$ cat config.mk
export PLATFORM = sky130hd
export DESIGN_NAME = herald_host_bridge
export DESIGN_NICKNAME = d
export VERILOG_FILES = /design/src/rtl/herald_host_bridge.sv
export SDC_FILE = /design/constraint.sdc
export NUM_CORES = 1
export LEC_CHECK = 0
export ABC_AREA = 1
export BUFFER_PORTS_ARGS = -buffer_cell sky130_fd_sc_hd__buf_4
export CAP_MARGIN = 20
export CORE_ASPECT_RATIO = 0.5
export CORE_MARGIN = 2
export CORE_UTILIZATION = 45
export CTS_CLUSTER_DIAMETER = 60
export DETAILED_ROUTE_END_ITERATION = 12
export MAX_ROUTING_LAYER = met4
export PLACE_DENSITY = 0.78
export REMOVE_ABC_BUFFERS = 1
export SLEW_MARGIN = 5
export SYNTH_ARGS = -nofsm -noshare
export SYNTH_HDL_FRONTEND = slang
export SYNTH_SLANG_ARGS = --single-unit
$ cat constraint.sdc
create_clock -name clk -period 2.5 [get_ports clk]
set_clock_uncertainty 0.2 [all_clocks]
set_input_delay 0.125 -clock clk [delete_from_list [all_inputs] [get_ports clk]]
set_output_delay 0.125 -clock clk [all_outputs]
set_load 0.02 [all_outputs]
$ cat src/rtl/herald_host_bridge.sv
// herald_host_bridge
//   Byte-serial host bridge. The host writes a command byte and up to two
//   little-endian operands over an 8-bit strobe bus. The bridge then issues
//   one valid/ready request to a downstream accelerator, captures a
//   variable-length response and returns it one byte per host read. dout
//   shows a status byte whenever it is not holding a response byte.
//
// Ports
//   clk, rst_n           clock, asynchronous active-low reset
//   din, wr, rd          host write data, write strobe, read strobe (levels; rising edge acts)
//   dout                 registered read data / status {busy,rdy,err_cmd,err_tmo,err_proto,000}
//   cmd_out, cmd_nops    latched command byte and its external operand-count decode (3 = illegal)
//   req_valid/req_ready  request handshake; op_a/op_b are stable while req_valid is high
//   op_a, op_b           operands, 8*OP_BYTES bits each
//   resp_valid/ready     response handshake
//   resp_data, resp_len  response bytes (byte 0 in the LSBs) and byte count
module herald_host_bridge #(
  parameter int OP_BYTES  = 3,
  parameter int RES_BYTES = 9,
  parameter int TIMEOUT   = 1023,
  parameter int LW        = $clog2(RES_BYTES + 1)
) (
  input  logic                   clk,
  input  logic                   rst_n,
  input  logic [7:0]             din,
  input  logic                   wr,
  input  logic                   rd,
  output logic [7:0]             dout,
  output logic [7:0]             cmd_out,
  input  logic [1:0]             cmd_nops,
  output logic                   req_valid,
  input  logic                   req_ready,
  output logic [8*OP_BYTES-1:0]  op_a,
  output logic [8*OP_BYTES-1:0]  op_b,
  input  logic                   resp_valid,
  output logic                   resp_ready,
  input  logic [8*RES_BYTES-1:0] resp_data,
  input  logic [LW-1:0]          resp_len
);

  localparam int W  = 8 * OP_BYTES;
  localparam int BW = (OP_BYTES > 1) ? $clog2(OP_BYTES) : 1;
  localparam int RW = (RES_BYTES > 1) ? $clog2(RES_BYTES) : 1;
  localparam int TW = (TIMEOUT > 0) ? $clog2(TIMEOUT + 1) : 1;

  localparam logic [BW-1:0] LAST_BYTE = BW'(OP_BYTES - 1);
  localparam logic [LW-1:0] MAX_LEN   = LW'(RES_BYTES);
  localparam logic [TW-1:0] TMO_LAST  = TW'((TIMEOUT > 0) ? TIMEOUT - 1 : 0);
  localparam logic [TW-1:0] TMO_SAT   = TW'(TIMEOUT);

  typedef enum logic [2:0] {
    S_IDLE, S_DECODE, S_OPERAND, S_ISSUE, S_WAIT, S_RESULT
  } state_e;

  state_e                 state_q, state_d;
  logic                   wr_prev_q, rd_prev_q;
  logic [7:0]             cmd_q, cmd_d;
  logic [W-1:0]           op_a_q, op_a_d, op_b_q, op_b_d;
  logic [1:0]             nops_q, nops_d;
  logic                   op_idx_q, op_idx_d;
  logic [BW-1:0]          byte_idx_q, byte_idx_d;
  logic [8*RES_BYTES-1:0] resp_q, resp_d;
  logic [LW-1:0]          len_q, len_d;
  logic [RW-1:0]          rbyte_q, rbyte_d;
  logic [TW-1:0]          tmo_q, tmo_d;
  logic                   err_cmd_q, err_cmd_d, err_tmo_q, err_tmo_d, err_proto_q, err_proto_d;
  logic                   hold_q, hold_d;
  logic [7:0]             dout_q, dout_d;

  logic wr_e, rd_e, abort, tmo_hit, load_byte, busy_d, rdy_d;

  assign wr_e  = wr & ~wr_prev_q;
  assign rd_e  = rd & ~rd_prev_q;
  assign abort = wr_e & rd_e;

  // tmo_q counts ISSUE/WAIT cycles from 0; the TIMEOUT-th cycle is the last
  // one allowed. It saturates so that a handshake completing on that cycle
  // leaves WAIT exactly one cycle to deliver a response.
  assign tmo_hit = (TIMEOUT > 0) && (tmo_q >= TMO_LAST);

  // NOTE: every variable gets its default before the case statement, so no
  // path through this block can leave one unassigned and infer a latch.
  always_comb begin
    state_d     = state_q;
    cmd_d       = cmd_q;
    op_a_d      = op_a_q;
    op_b_d      = op_b_q;
    nops_d      = nops_q;
    op_idx_d    = op_idx_q;
    byte_idx_d  = byte_idx_q;
    resp_d      = resp_q;
    len_d       = len_q;
    rbyte_d     = rbyte_q;
    tmo_d       = tmo_q;
    err_cmd_d   = err_cmd_q;
    err_tmo_d   = err_tmo_q;
    err_proto_d = err_proto_q;
    hold_d      = hold_q & ~(wr_e | rd_e);
    load_byte   = 1'b0;

    if ((state_q == S_ISSUE || state_q == S_WAIT) && tmo_q != TMO_SAT)
      tmo_d = tmo_q + TW'(1);

    if (abort) begin
      // Simultaneous write and read edges reset the transaction from any state.
      state_d     = S_IDLE;
      err_cmd_d   = 1'b0;
      err_tmo_d   = 1'b0;
      err_proto_d = 1'b0;
      hold_d      = 1'b0;
      op_idx_d    = 1'b0;
      byte_idx_d  = '0;
      rbyte_d     = '0;
      tmo_d       = '0;
    end else begin
      unique case (state_q)
        S_IDLE: begin
          if (wr_e) begin
            cmd_d   = din;
            state_d = S_DECODE;
          end
        end
        S_DECODE: begin
          if (wr_e | rd_e) err_proto_d = 1'b1;
          nops_d     = cmd_nops;
          op_idx_d   = 1'b0;
          byte_idx_d = '0;
          case (cmd_nops)
            2'd3:    begin err_cmd_d = 1'b1; state_d = S_IDLE; end
            2'd0:    begin tmo_d = '0; state_d = S_ISSUE; end
            default: state_d = S_OPERAND;
          endcase
        end
        S_OPERAND: begin
          if (rd_e) err_proto_d = 1'b1;
          if (wr_e) begin
            if (!op_idx_q) op_a_d[byte_idx_q*8 +: 8] = din;
            else           op_b_d[byte_idx_q*8 +: 8] = din;
            if (byte_idx_q == LAST_BYTE) begin
              byte_idx_d = '0;
              op_idx_d   = ~op_idx_q;
              if ({1'b0, op_idx_q} == nops_q - 2'd1) begin
                tmo_d   = '0;
                state_d = S_ISSUE;
              end
            end else begin
              byte_idx_d = byte_idx_q + BW'(1);
            end
          end
        end
        S_ISSUE: begin
          if (wr_e | rd_e) err_proto_d = 1'b1;
          if (req_ready) begin
            state_d = S_WAIT;
          end else if (tmo_hit) begin
            err_tmo_d = 1'b1;
            state_d   = S_IDLE;
          end
        end
        S_WAIT: begin
          if (wr_e | rd_e) err_proto_d = 1'b1;
          // A response on the expiry cycle wins over the timeout.
          if (resp_valid) begin
            resp_d  = resp_data;
            len_d   = (resp_len > MAX_LEN) ? MAX_LEN : resp_len;
            rbyte_d = '0;
            state_d = (len_d == '0) ? S_IDLE : S_RESULT;
          end else if (tmo_hit) begin
            err_tmo_d = 1'b1;
            state_d   = S_IDLE;
          end
        end
        S_RESULT: begin
          if (wr_e) err_proto_d = 1'b1;
          if (rd_e) begin
            load_byte = 1'b1;
            hold_d    = 1'b1;
            rbyte_d   = rbyte_q + RW'(1);
            if (LW'(rbyte_q) == len_q - LW'(1)) state_d = S_IDLE;
          end
        end
        default: state_d = S_IDLE;
      endcase
    end

    // dout tracks the status of the state being entered, so it always agrees
    // with req_valid/resp_ready on the following cycle.
    busy_d = (state_d == S_DECODE) || (state_d == S_OPERAND) ||
             (state_d == S_ISSUE)  || (state_d == S_WAIT);
    rdy_d  = (state_d == S_RESULT);
    if (load_byte)   dout_d = resp_q[rbyte_q*8 +: 8];
    else if (hold_d) dout_d = dout_q;
    else             dout_d = {busy_d, rdy_d, err_cmd_d, err_tmo_d, err_proto_d, 3'b000};
  end

  // NOTE: state registers use non-blocking assignments so every flop samples
  // the pre-edge values computed above, independent of statement order.
  always_ff @(posedge clk or negedge rst_n) begin
    if (!rst_n) begin
      state_q     <= S_IDLE;
      wr_prev_q   <= 1'b0;
      rd_prev_q   <= 1'b0;
      cmd_q       <= '0;
      op_a_q      <= '0;
      op_b_q      <= '0;
      nops_q      <= '0;
      op_idx_q    <= 1'b0;
      byte_idx_q  <= '0;
      resp_q      <= '0;
      len_q       <= '0;
      rbyte_q     <= '0;
      tmo_q       <= '0;
      err_cmd_q   <= 1'b0;
      err_tmo_q   <= 1'b0;
      err_proto_q <= 1'b0;
      hold_q      <= 1'b0;
      dout_q      <= '0;
    end else begin
      state_q     <= state_d;
      wr_prev_q   <= wr;
      rd_prev_q   <= rd;
      cmd_q       <= cmd_d;
      op_a_q      <= op_a_d;
      op_b_q      <= op_b_d;
      nops_q      <= nops_d;
      op_idx_q    <= op_idx_d;
      byte_idx_q  <= byte_idx_d;
      resp_q      <= resp_d;
      len_q       <= len_d;
      rbyte_q     <= rbyte_d;
      tmo_q       <= tmo_d;
      err_cmd_q   <= err_cmd_d;
      err_tmo_q   <= err_tmo_d;
      err_proto_q <= err_proto_d;
      hold_q      <= hold_d;
      dout_q      <= dout_d;
    end
  end

  assign dout       = dout_q;
  assign cmd_out    = cmd_q;
  assign op_a       = op_a_q;
  assign op_b       = op_b_q;
  assign req_valid  = (state_q == S_ISSUE);
  assign resp_ready = (state_q == S_WAIT);

endmodule

==> results of run 1 <==
==> metrics by stage <==
step           setup TNS (ns)  instances  utilization (%)  setup WS [ns]
2_1_floorplan           -2.24        862                -         -0.112
3_3_place_gp                0       1258             55.3          0.477
3_5_place_dp                0       1258             55.3          0.389
4_1_cts                     0       1382             64.3          0.100
5_1_grt                     0       1382             64.3         0.0228
6_report                    0       1382             64.3          0.145
==> area by class of cell <==
type,count,area [um2],area share (%)
inverters,82,308,2.87
well taps,227,284,2.65
clock buffers,18,439,4.09
repair buffers,261,2220,20.7
multi-input cells,612,3140,29.2
flip-flops and latches,168,4210,39.2
clock inverters,14,139,1.29
==> worst max-delay path, cell delays in order, from the launching register on <==
cell           delay [ns]
dfrtp_1              0.40
inv_1                0.07
ha_1                 0.18
or2_2                0.28
nand3_2              0.10
o21bai_1             0.10
dlygate4sd3_1        0.56
nand2_1              0.06
nand2_1              0.05
inv_1                0.07
nand3_1              0.08
nand3_1              0.08
==> cells by family (layout without fill, tap and decap cells) <==
family | after synthesis | count (layout) | share of synthesized area [%]
adders and majority gates | 9 | 9 | 1.44
and+or+nand+nor | 414 | 414 | 22.8
xor gates and xnor gates | 6 | 6 | 0.674
AOI/OAI and AO/OA | 151 | 151 | 10.7
DFF | 168 | 168 | 53.9
buffers and inverters | 115 | 375 | 5.92
muxes | 32 | 32 | 4.62
==> timing repair <==
item / in CTS / in global routing
hold endpoints to repair: 290 / 0
setup endpoints to repair: 0 / 1
setup buffers: 0 / 0
hold buffers: 92 / 0
gates resized for setup: 0 / 1
==> registers in the layout, indices dropped and copies added (netlist names), 3 cells and up <==
register and count:
resp_q 72, rbyte_q 4, len_q 4, tmo_q 10, state_q 3, op_a 24, cmd_out 8, op_b 24
dout 8
==> worst max-delay path by stage <==
stage / start / end / slack, ns / cells after the start
CTS: tmo_q[0] / dout[4] / 0.10 / 11
finish: tmo_q[0] / dout[4] / 0.14 / 11
detailed placement: rd_prev_q / len_q[1] / 0.39 / 7
floorplan: rbyte_q[0] / dout[6] / -0.11 / 13
global placement: rd_prev_q / len_q[1] / 0.48 / 7
global route: tmo_q[0] / dout[4] / 0.02 / 11
==> layout by cell type, fill, tap and decap left out, types with 4 or more instances in the layout <==
master	instances
a21oi_1	28
nand3_1	43
dfrtp_1	167
nand2_1	287
inv_2	7
mux2_2	32
ha_1	9
o21ai_0	89
nor2_4	4
nor2_1	50
o211ai_1	13
clkbuf_16	17
buf_4	166
nor2_2	5
inv_6	5
xor2_1	4
inv_1	75
nand2_2	4
dlygate4sd3_1	92
nor3_1	6
o21ai_1	4
==> routing by layer <==
layer  up-vias  global-route usage, %
met5         -                      -
met3        40                   3.76
met4         0                   7.16
li1       3393                      -
met1      3319                   30.7
met2       250                   39.2
==> report_power, final <==
group | switching, uW | total (uW) | internal (uW)
logic | 1960 | 3220 | 1260
registers | 451 | 4020 | 3560
clock network | 1170 | 2590 | 1430
total | 3580 | 9830 | 6260
==> results.txt, run 1 <==
ANT nets after route: 0
Drt pass-1 iters: 5
Synth cell count leaders: 287 x nand2_1, 168 x dfrtp_1, 89 x o21ai_0, 75 x inv_1, 50 x nor2_1
Die Area: 18500 um2
CTS Buf Count: 17
M1 WL: 8820 um
Largest area contributor in the synthesized netlist: dfrtp_1
TritonCTS clock tree: done
Number of synthesized register bits: 168
Seq/Total Area, Yosys: 53.9%
Pins Over Slew Limit: 0
WL met2: 10100 um
Skew-Pair Late Insertion Delay: 0.42 ns
Number of global-route vias before repair: 7051
CTS Buffer Depth: 2
Reg2Reg Capture Point: dout[4]
Cell Area, Synth: 7800 um2
Total power: 9830 uW
Post-Route WL: 20500 um
Headroom to the max-slew limit: 66.0%
Iter 0 DRT Violations: 516
PortBufs: 157
Routed wl met3: 1140 um
Syn Area/Cell: 8.71 um2
Slew @ Worst Pin: 0.508 ns
Most used flip-flop cell after synthesis: dfrtp_1
Die Ht: 97.1 um
DR top layer: met4
R2r worst-path depth: 11
Routed WL per cell: 14.9 um
DR vias/cell: 5.07
Num ports: 158
Worst path arrival time: 2.45 ns
Min Tclk post-route: 2.36 ns
Hold WC Path Type: in -> async
Max Cap Viol: 0
Top cells by area, synth: dfrtp_1 54%, nand2_1 14%, o21ai_0 5.7%
RSZ-0062 raised after global routing: false
GRT Util Overall: 23.9%
Crit Reg-Reg Startpoint: tmo_q[0]
Layout fillers: 1358
Endpoints failing setup: 0
Placer congestion estimate: 0.879
Clk slew on worst S/H paths: 0.07 ns
Top-area cell type share of the netlist area: 53.9%
Unique masters post-synth: 42
VDD IR max: 579 uV
Global-route wire length before repair: 34400 um
Crit start category: flip-flop
Leak Pwr: 0.00548 uW
Root Driver: clkbuf_16
Largest net degree at the start of global routing: 111
WHS: 0.00255 ns
Final Cell Area: 10700 um2
Crit. End Element: flip-flop
Crit Path Max Fanout: 4
Area Growth Syn to Fin: 37.6%
Cell Area, Placed: 9230 um2
Final nets: 1243
Remaining DRCs: 0
Row Count: 33
Post-Syn Instances: 895
FMAX: 425 MHz
Most frequent cell after synthesis: nand2_1
Fraction of registers with async set/reset: 100%
WS Path Type: reg -> reg
Gr ovfl total: 0
Initial cell density of the core: 46.8%
Status: completed
Routed vias: 7002
Ys Warns: 0
DPL Wire Length: 13900 um
Antenna Cells: 0
WP data required: 2.60 ns
Die W: 190 um
Share of cells above drive strength 1: 23.0%
Fin crit share: 94.2%
PwrDens: 916 nW/um2
EDFF count, synth: 0
Clk sink count: 168
Fin. Hold Viols: 0
# H-tree levels: 4
Antenna violations before repair: 0
R2R setup slack: 0.14 ns
Core area: 16700 um2
Power figures use the tool's default switching activity.
==> run 2: changes to the inputs <==
--- a/config.mk
+++ b/config.mk
@@ -15,6 +15,7 @@
 export DETAILED_ROUTE_END_ITERATION = 12
 export MAX_ROUTING_LAYER = met4
 export PLACE_DENSITY = 0.78
+export RECOVER_POWER = 25
 export REMOVE_ABC_BUFFERS = 1
 export SLEW_MARGIN = 5
 export SYNTH_ARGS = -nofsm -noshare
==> run 2 against run 1 <==
Effect of this change:
- wire length about the same
- utilization down 0.097 points
- final cell count unchanged
- sequential share of layout area rose by 0.059 points
- cell area decreased by 0.15%
- register-to-register slack about the same
- critical endpoint unchanged
==> results.txt, run 2 (synthesis gave the netlist of run 1 again) <==
WS Path Type: reg -> reg (unchanged)
WP data required: 2.60 ns (about the same)
M1 WL: 8870 um (was 8820 um)
CTS Buf Count: 17 (unchanged)
Hold WC Path Type: in -> reg (was in -> async)
CTS Buffer Depth: 2 (unchanged)
Placer congestion estimate: 0.879 (unchanged)
TNS Setup: 0 ns (unchanged)
VDD IR max: 582 uV (was 579 uV)
Drt pass-1 iters: 5 (unchanged)
RSZ-0062 raised after global routing: false (unchanged)
Fin. Hold Viols: 0 (unchanged)
# H-tree levels: 4 (unchanged)
Slew @ Worst Pin: 1.26 ns (was 0.508 ns)
PortBufs: 157 (unchanged)
Largest reg by FF count: resp_q (unchanged)
Gr ovfl total: 0 (unchanged)
P_sw: 3580 uW (about the same)
Post-Place Cells: 1258 (unchanged)
Skew-Pair Late Insertion Delay: 0.42 ns (about the same)
Routed vias: 7006 (was 7002)
Leak Pwr: 0.00547 uW (was 0.00548 uW)
Fin crit share: 94.2% (about the same)
Final Cell Area: 10700 um2 (about the same)
Post-Route WL: 20500 um (about the same)
Root Driver: clkbuf_16 (unchanged)
Initial cell density of the core: 46.8% (unchanged)
Cell Area, Placed: 9230 um2 (unchanged)
Antenna Cells: 0 (unchanged)
Clk sink count: 168 (unchanged)
Max Cap Viol: 0 (unchanged)
Final nets: 1243 (unchanged)
Routed wl met3: 1100 um (was 1140 um)
Total power: 9830 uW (about the same)
Die W: 190 um (unchanged)
Fraction of power consumed by sequential logic: 40.9% (was 40.8%)
Num ports: 158 (unchanged)
Commonest non-fill, non-tap cell in the layout: nand2_1 (unchanged)
DR vias/cell: 5.07 (about the same)
WL met2: 10100 um (about the same)
Global-route wire length before repair: 34400 um (unchanged)
Number of global-route vias before repair: 7051 (unchanged)
Headroom to the max-slew limit: 16.2% (was 66.0%)
DPL Wire Length: 13900 um (unchanged)
Core area: 16700 um2 (unchanged)
Internal power: 6250 uW (was 6260 uW)
Antenna violations before repair: 0 (unchanged)
Routed WL per cell: 14.9 um (about the same)
TritonCTS clock tree: done (unchanged)
Die Ht: 97.1 um (unchanged)
FMAX: 425 MHz (about the same)
Endpoints failing setup: 0 (unchanged)
Pins Over Slew Limit: 0 (unchanged)
Remaining DRCs: 0 (unchanged)
Die Area: 18500 um2 (unchanged)
Worst path arrival time: 2.46 ns (was 2.45 ns)
Gate power share: 32.7% (was 32.8%)
GRT Util Overall: 23.9% (unchanged)
Net Sw Frac: 36.4% (about the same)
DR top layer: met4 (unchanged)
Finished Layout Cells: 1382 (unchanged)
Status: completed (unchanged)
Share of cells above drive strength 1: 22.9% (was 23.0%)
Min Tclk post-route: 2.35 ns (was 2.36 ns)
Largest net degree at the start of global routing: 111 (unchanged)
PwrDens: 917 nW/um2 (was 916 nW/um2)
ANT nets after route: 0 (unchanged)
Max reg flops: 72 (unchanged)
Clock Power Share: 26.4% (about the same)
Iter 0 DRT Violations: 494 (was 516)
Crit start category: flip-flop (unchanged)
Crit Path Max Fanout: 4 (unchanged)
Commonest non-fill, non-tap cells in the layout: 287 x nand2_1, 167 x dfrtp_1, 163 x buf_4 (was 287 x nand2_1, 167 x dfrtp_1, 166 x buf_4)
Fin util: 64.2% (was 64.3%)
Clk slew on worst S/H paths: 0.07 ns (about the same)
Area Growth Syn to Fin: 37.4% (was 37.6%)
Row Count: 33 (unchanged)
Crit. End Element: flip-flop (unchanged)
run 2: changes by cell type in the layout (fill, tap and decap cells not counted), sizes merged:
| cell | previous run | this run |
|---|---|---|
| buf | 169 | 165 |
| clkbuf | 18 | 22 |
run 2: power by group through the flow:
stage	clock network [uW]	registers, uW	logic, uW
after floorplan	0	4210	1770
after global placement	0	4010	2950
after detailed placement	0	4050	3060
after CTS	2640	4010	3220
after global routing	2770	4110	3650
final	2590	4020	3220
run 2: worst paths after layout:
check	end	depth (start not counted)	from	slack (ns)
worst max-delay path	dout[4]	11	tmo_q[0]	0.15
worst min-delay path	rd_prev_q	2	rd	0.23
worst max register to register	dout[4]	11	tmo_q[0]	0.15
worst min register to register	op_a[22]	2	op_a[22]	0.28
max in group asynchronous	resp_q[7]	3	rst_n	0.73
min in group asynchronous	resp_q[49]	2	rst_n	0.30
run 2: critical path, cell delays in order, from the launching register on:
cell and delay (ns):
dfrtp_1 0.40, inv_1 0.07, ha_1 0.18, or2_2 0.28, nand3_2 0.10, o21bai_1 0.10
dlygate4sd3_1 0.56, nand2_1 0.06, nand2_1 0.05, inv_1 0.08, nand3_1 0.08, nand3_1 0.08
run 2: metal layers:
layer  up-vias  GRT usage [%]
met4         0           7.16
met5         -              -
met3        43           3.76
met1      3332           30.7
met2       238           39.2
li1       3393              -
run 2: area by class of cell:
cell class / count / area (um2)
multi-input cells: 612 / 3140
inverters: 82 / 308
fillers: 1359 / 5970
clock buffers: 18 / 439
clock inverters: 14 / 139
well taps: 227 / 284
flip-flops and latches: 168 / 4210
repair buffers: 261 / 2200
run 2: stage by stage:
stage	worst slack, ns	hold WS [ns]
6_report	0.146	0.232
5_1_grt	0.0228	0.239
4_1_cts	0.100	0.0139
3_5_place_dp	0.389	-0.109
3_3_place_gp	0.477	-0.117
2_1_floorplan	-0.112	-0.371
run 2: timing repair:
action                                  in CTS  in global routing
endpoints found under the hold margin      290                  0
gates resized for setup                      0                  1
buffers inserted                             0                  0
hold buffers                                92                  0
endpoints found under the setup margin       0                  1
==> run 3: changes to the inputs <==
--- a/config.mk
+++ b/config.mk
@@ -11,8 +11,10 @@
 export CORE_ASPECT_RATIO = 0.5
 export CORE_MARGIN = 2
 export CORE_UTILIZATION = 45
+export CTS_BUF_LIST = sky130_fd_sc_hd__clkbuf_4
 export CTS_CLUSTER_DIAMETER = 60
 export DETAILED_ROUTE_END_ITERATION = 12
+export GPL_TIMING_DRIVEN = 0
 export MAX_ROUTING_LAYER = met4
 export PLACE_DENSITY = 0.78
 export RECOVER_POWER = 25
==> run 3 against run 2 <==
Effect of this change:
- critical endpoint unchanged
- non-clock buffer count down 6
- power down 11%
- hold slack worse by 0.14 ns
- sequential cell count unchanged
- register-to-register slack worse by 0.03 ns
- global-route usage down 0.32 points
- utilization down 1.7 points
- first-iteration DRC count down 9.9%
- clock power down 40%
- die area unchanged
- combinational power down 2%
==> results.txt, run 3 (synthesis gave the netlist of run 1 again) <==
FF+latch area: 4210 um2 (about the same)
Endpoints failing setup: 0 (unchanged)
CP Cell Sequence: inv_1 -> ha_1 -> or2_2 -> nand3_1 -> o21bai_1 -> dlygate4sd3_1 -> nand2_1 -> nand2_1 -> inv_1 -> nand3_1 -> nand3_1 (was inv_1 -> ha_1 -> or2_2 -> nand3_2 -> o21bai_1 -> dlygate4sd3_1 -> nand2_1 -> nand2_1 -> inv_1 -> nand3_1 -> nand3_1)
Fin. Hold Viols: 0 (unchanged)
Max reg flops: 72 (unchanged)
CP top delay family: buffers and inverters (unchanged)
Status: completed (unchanged)
Drt pass-1 iters: 5 (unchanged)
CTS Buffer Depth: 2 (unchanged)
Largest net degree at the start of global routing: 117 (was 111)
Buf/Inv on CP: 3 (unchanged)
Max Cap Viol: 0 (unchanged)
Headroom to the max-slew limit: 15.5% (was 16.2%)
Final nets: 1238 (was 1243)
Antenna violations before repair: 0 (unchanged)
Global-route wire length before repair: 33700 um (was 34400 um)
GRT Util Overall: 23.5% (was 23.9%)
Row Count: 33 (unchanged)
R2R setup slack: 0.11 ns (was 0.15 ns)
WS Path Type: reg -> reg (unchanged)
Routed vias: 7009 (was 7006)
Crit start category: flip-flop (unchanged)
Die W: 190 um (unchanged)
Critical Path Max Stage Delay: 0.57 ns (was 0.56 ns)
Hold WC Path Type: in -> reg (unchanged)
WP data required: 2.75 ns (was 2.60 ns)
Worst path arrival time: 2.64 ns (was 2.46 ns)
Placer congestion estimate: 0.834 (was 0.879)
ANT nets after route: 0 (unchanged)
Number of global-route vias before repair: 6781 (was 7051)
DP Worst Slack: -0.569 ns (was 0.389 ns)
Root Driver: clkbuf_4 (was clkbuf_16)
Min Tclk post-route: 2.39 ns (was 2.35 ns)
Die Ht: 97.1 um (unchanged)
PwrDens: 840 nW/um2 (was 917 nW/um2)
Slew @ Worst Pin: 1.27 ns (was 1.26 ns)
Layout fillers: 1415 (was 1359)
Commonest non-fill, non-tap cell in the layout: nand2_1 (unchanged)
Combined area of the multi-input logic cells: 3170 um2 (was 3140 um2)
Initial cell density of the core: 46.8% (unchanged)
Fin crit share: 95.5% (was 94.2%)
VDD IR max: 562 uV (was 582 uV)
CTS Buf Count: 17 (unchanged)
Share of cells above drive strength 1: 22.7% (was 22.9%)
Largest reg by FF count: resp_q (unchanged)
TritonCTS clock tree: done (unchanged)
Post-Route WL: 20700 um (was 20500 um)
Iter 0 DRT Violations: 445 (was 494)
Die Area: 18500 um2 (unchanged)
Gr ovfl total: 0 (unchanged)
Skew-Pair Late Insertion Delay: 0.55 ns (was 0.42 ns)
Leak Pwr: 0.00530 uW (was 0.00547 uW)
DR vias/cell: 5.09 (was 5.07)
RSZ-0062 raised after global routing: false (unchanged)
Slowest cell on crit path: dlygate4sd3_1 (unchanged)
Remaining DRCs: 0 (unchanged)
Clk sink count: 168 (unchanged)
PortBufs: 157 (unchanged)
DPL Wire Length: 13300 um (was 13900 um)
Worst path setup slack after routing: 0.112 ns (was 0.146 ns)
Clk slew on worst S/H paths: 0.16 ns (was 0.07 ns)
Routed WL per cell: 15.0 um (was 14.9 um)
WHS: 0.0900 ns (was 0.232 ns)
FMAX: 419 MHz (was 425 MHz)
# H-tree levels: 4 (unchanged)
Num ports: 158 (unchanged)
Crit. End Element: flip-flop (unchanged)
Area Growth Syn to Fin: 33.7% (was 37.4%)
Most used cell, CP: nand3_1
Core area: 16700 um2 (unchanged)
Pins Over Slew Limit: 0 (unchanged)
Crit Path Max Fanout: 4 (unchanged)
Commonest non-fill, non-tap cells in the layout: 286 x nand2_1, 165 x dfrtp_1, 155 x buf_4 (was 287 x nand2_1, 167 x dfrtp_1, 163 x buf_4)
Antenna Cells: 0 (unchanged)
run 3: changes by cell type in the layout (fill, tap and decap cells not counted), sizes merged:
| cell | previous run | this run |
|---|---|---|
| dlygate4sd3 | 92 | 94 |
| clkinv | 4 | 5 |
| buf | 165 | 157 |
| inv | 89 | 86 |
| nand2 | 292 | 293 |
| clkinvlp | 2 | 4 |
run 3: power breakdown:
| group | internal [uW] | leakage [uW] | switching, uW |
|---|---|---|---|
| registers | 3550 | 0.00214 | 491 |
| clock network | 526 | 0.000141 | 1030 |
| logic | 1250 | 0.00302 | 1910 |
| total | 5330 | 0.00530 | 3430 |
run 3: final timing paths:
check / from / end / cells past startpoint
setup / recovery: tmo_q[0] / dout[4] / 11
hold / removal: resp_data[37] / resp_q[37] / 4
setup reg to reg: tmo_q[0] / dout[4] / 11
hold reg to reg: op_a[22] / op_a[22] / 2
max in group asynchronous: rst_n / op_a[20] / 4
min in group asynchronous: rst_n / resp_q[34] / 4
run 3: final cells by class:
cell class	instances	share of cell area [%]
sequential	168	40.4
tap	227	2.72
timing repair buffer	255	20.8
clock buffer	18	1.30
multi-input combinational	613	30.4
clock inverter	14	1.31
inverter	82	3.11
run 3: worst min-delay path: cells and delay by family:
kind                   cells  cell delay (ns)
buffers and inverters      2             0.62
AND/OR/NAND/NOR            2             0.09
run 3: repair_timing:
| action | CTS | global route |
|---|---|---|
| setup buffers | 0 | 1 |
| pin swaps | 0 | 1 |
| gates cloned | 0 | 1 |
| setup endpoints to repair | 79 | 93 |
| hold buffers | 95 | 0 |
| gates resized for setup | 5 | 6 |
| endpoints found under the hold margin | 318 | 0 |
run 3: stage by stage:
stage	std cells	power, uW	TNS [ns]	util [%]	cell area [um2]
after floorplan	862	5980	-2.24	-	7640
after global placement	1246	6890	-71.77	54.6	9110
after detailed placement	1248	7080	-36.80	55.0	9170
after CTS	1375	8760	0	62.5	10400
after global routing	1377	9430	0	62.5	10400
final	1377	8760	0	62.5	10400
run 3: layer usage:
layer / vias to the layer above / part of all wire (%) / wire length (um) / track usage, %
met2: 210 / 49 / 10100 / 38.5
met5: - / 0 / 0 / -
li1: 3386 / - / - / -
met3: 33 / 5.6 / 1160 / 4.62
met1: 3380 / 44 / 9080 / 30.7
met4: 0 / 1.7 / 348 / 5.01
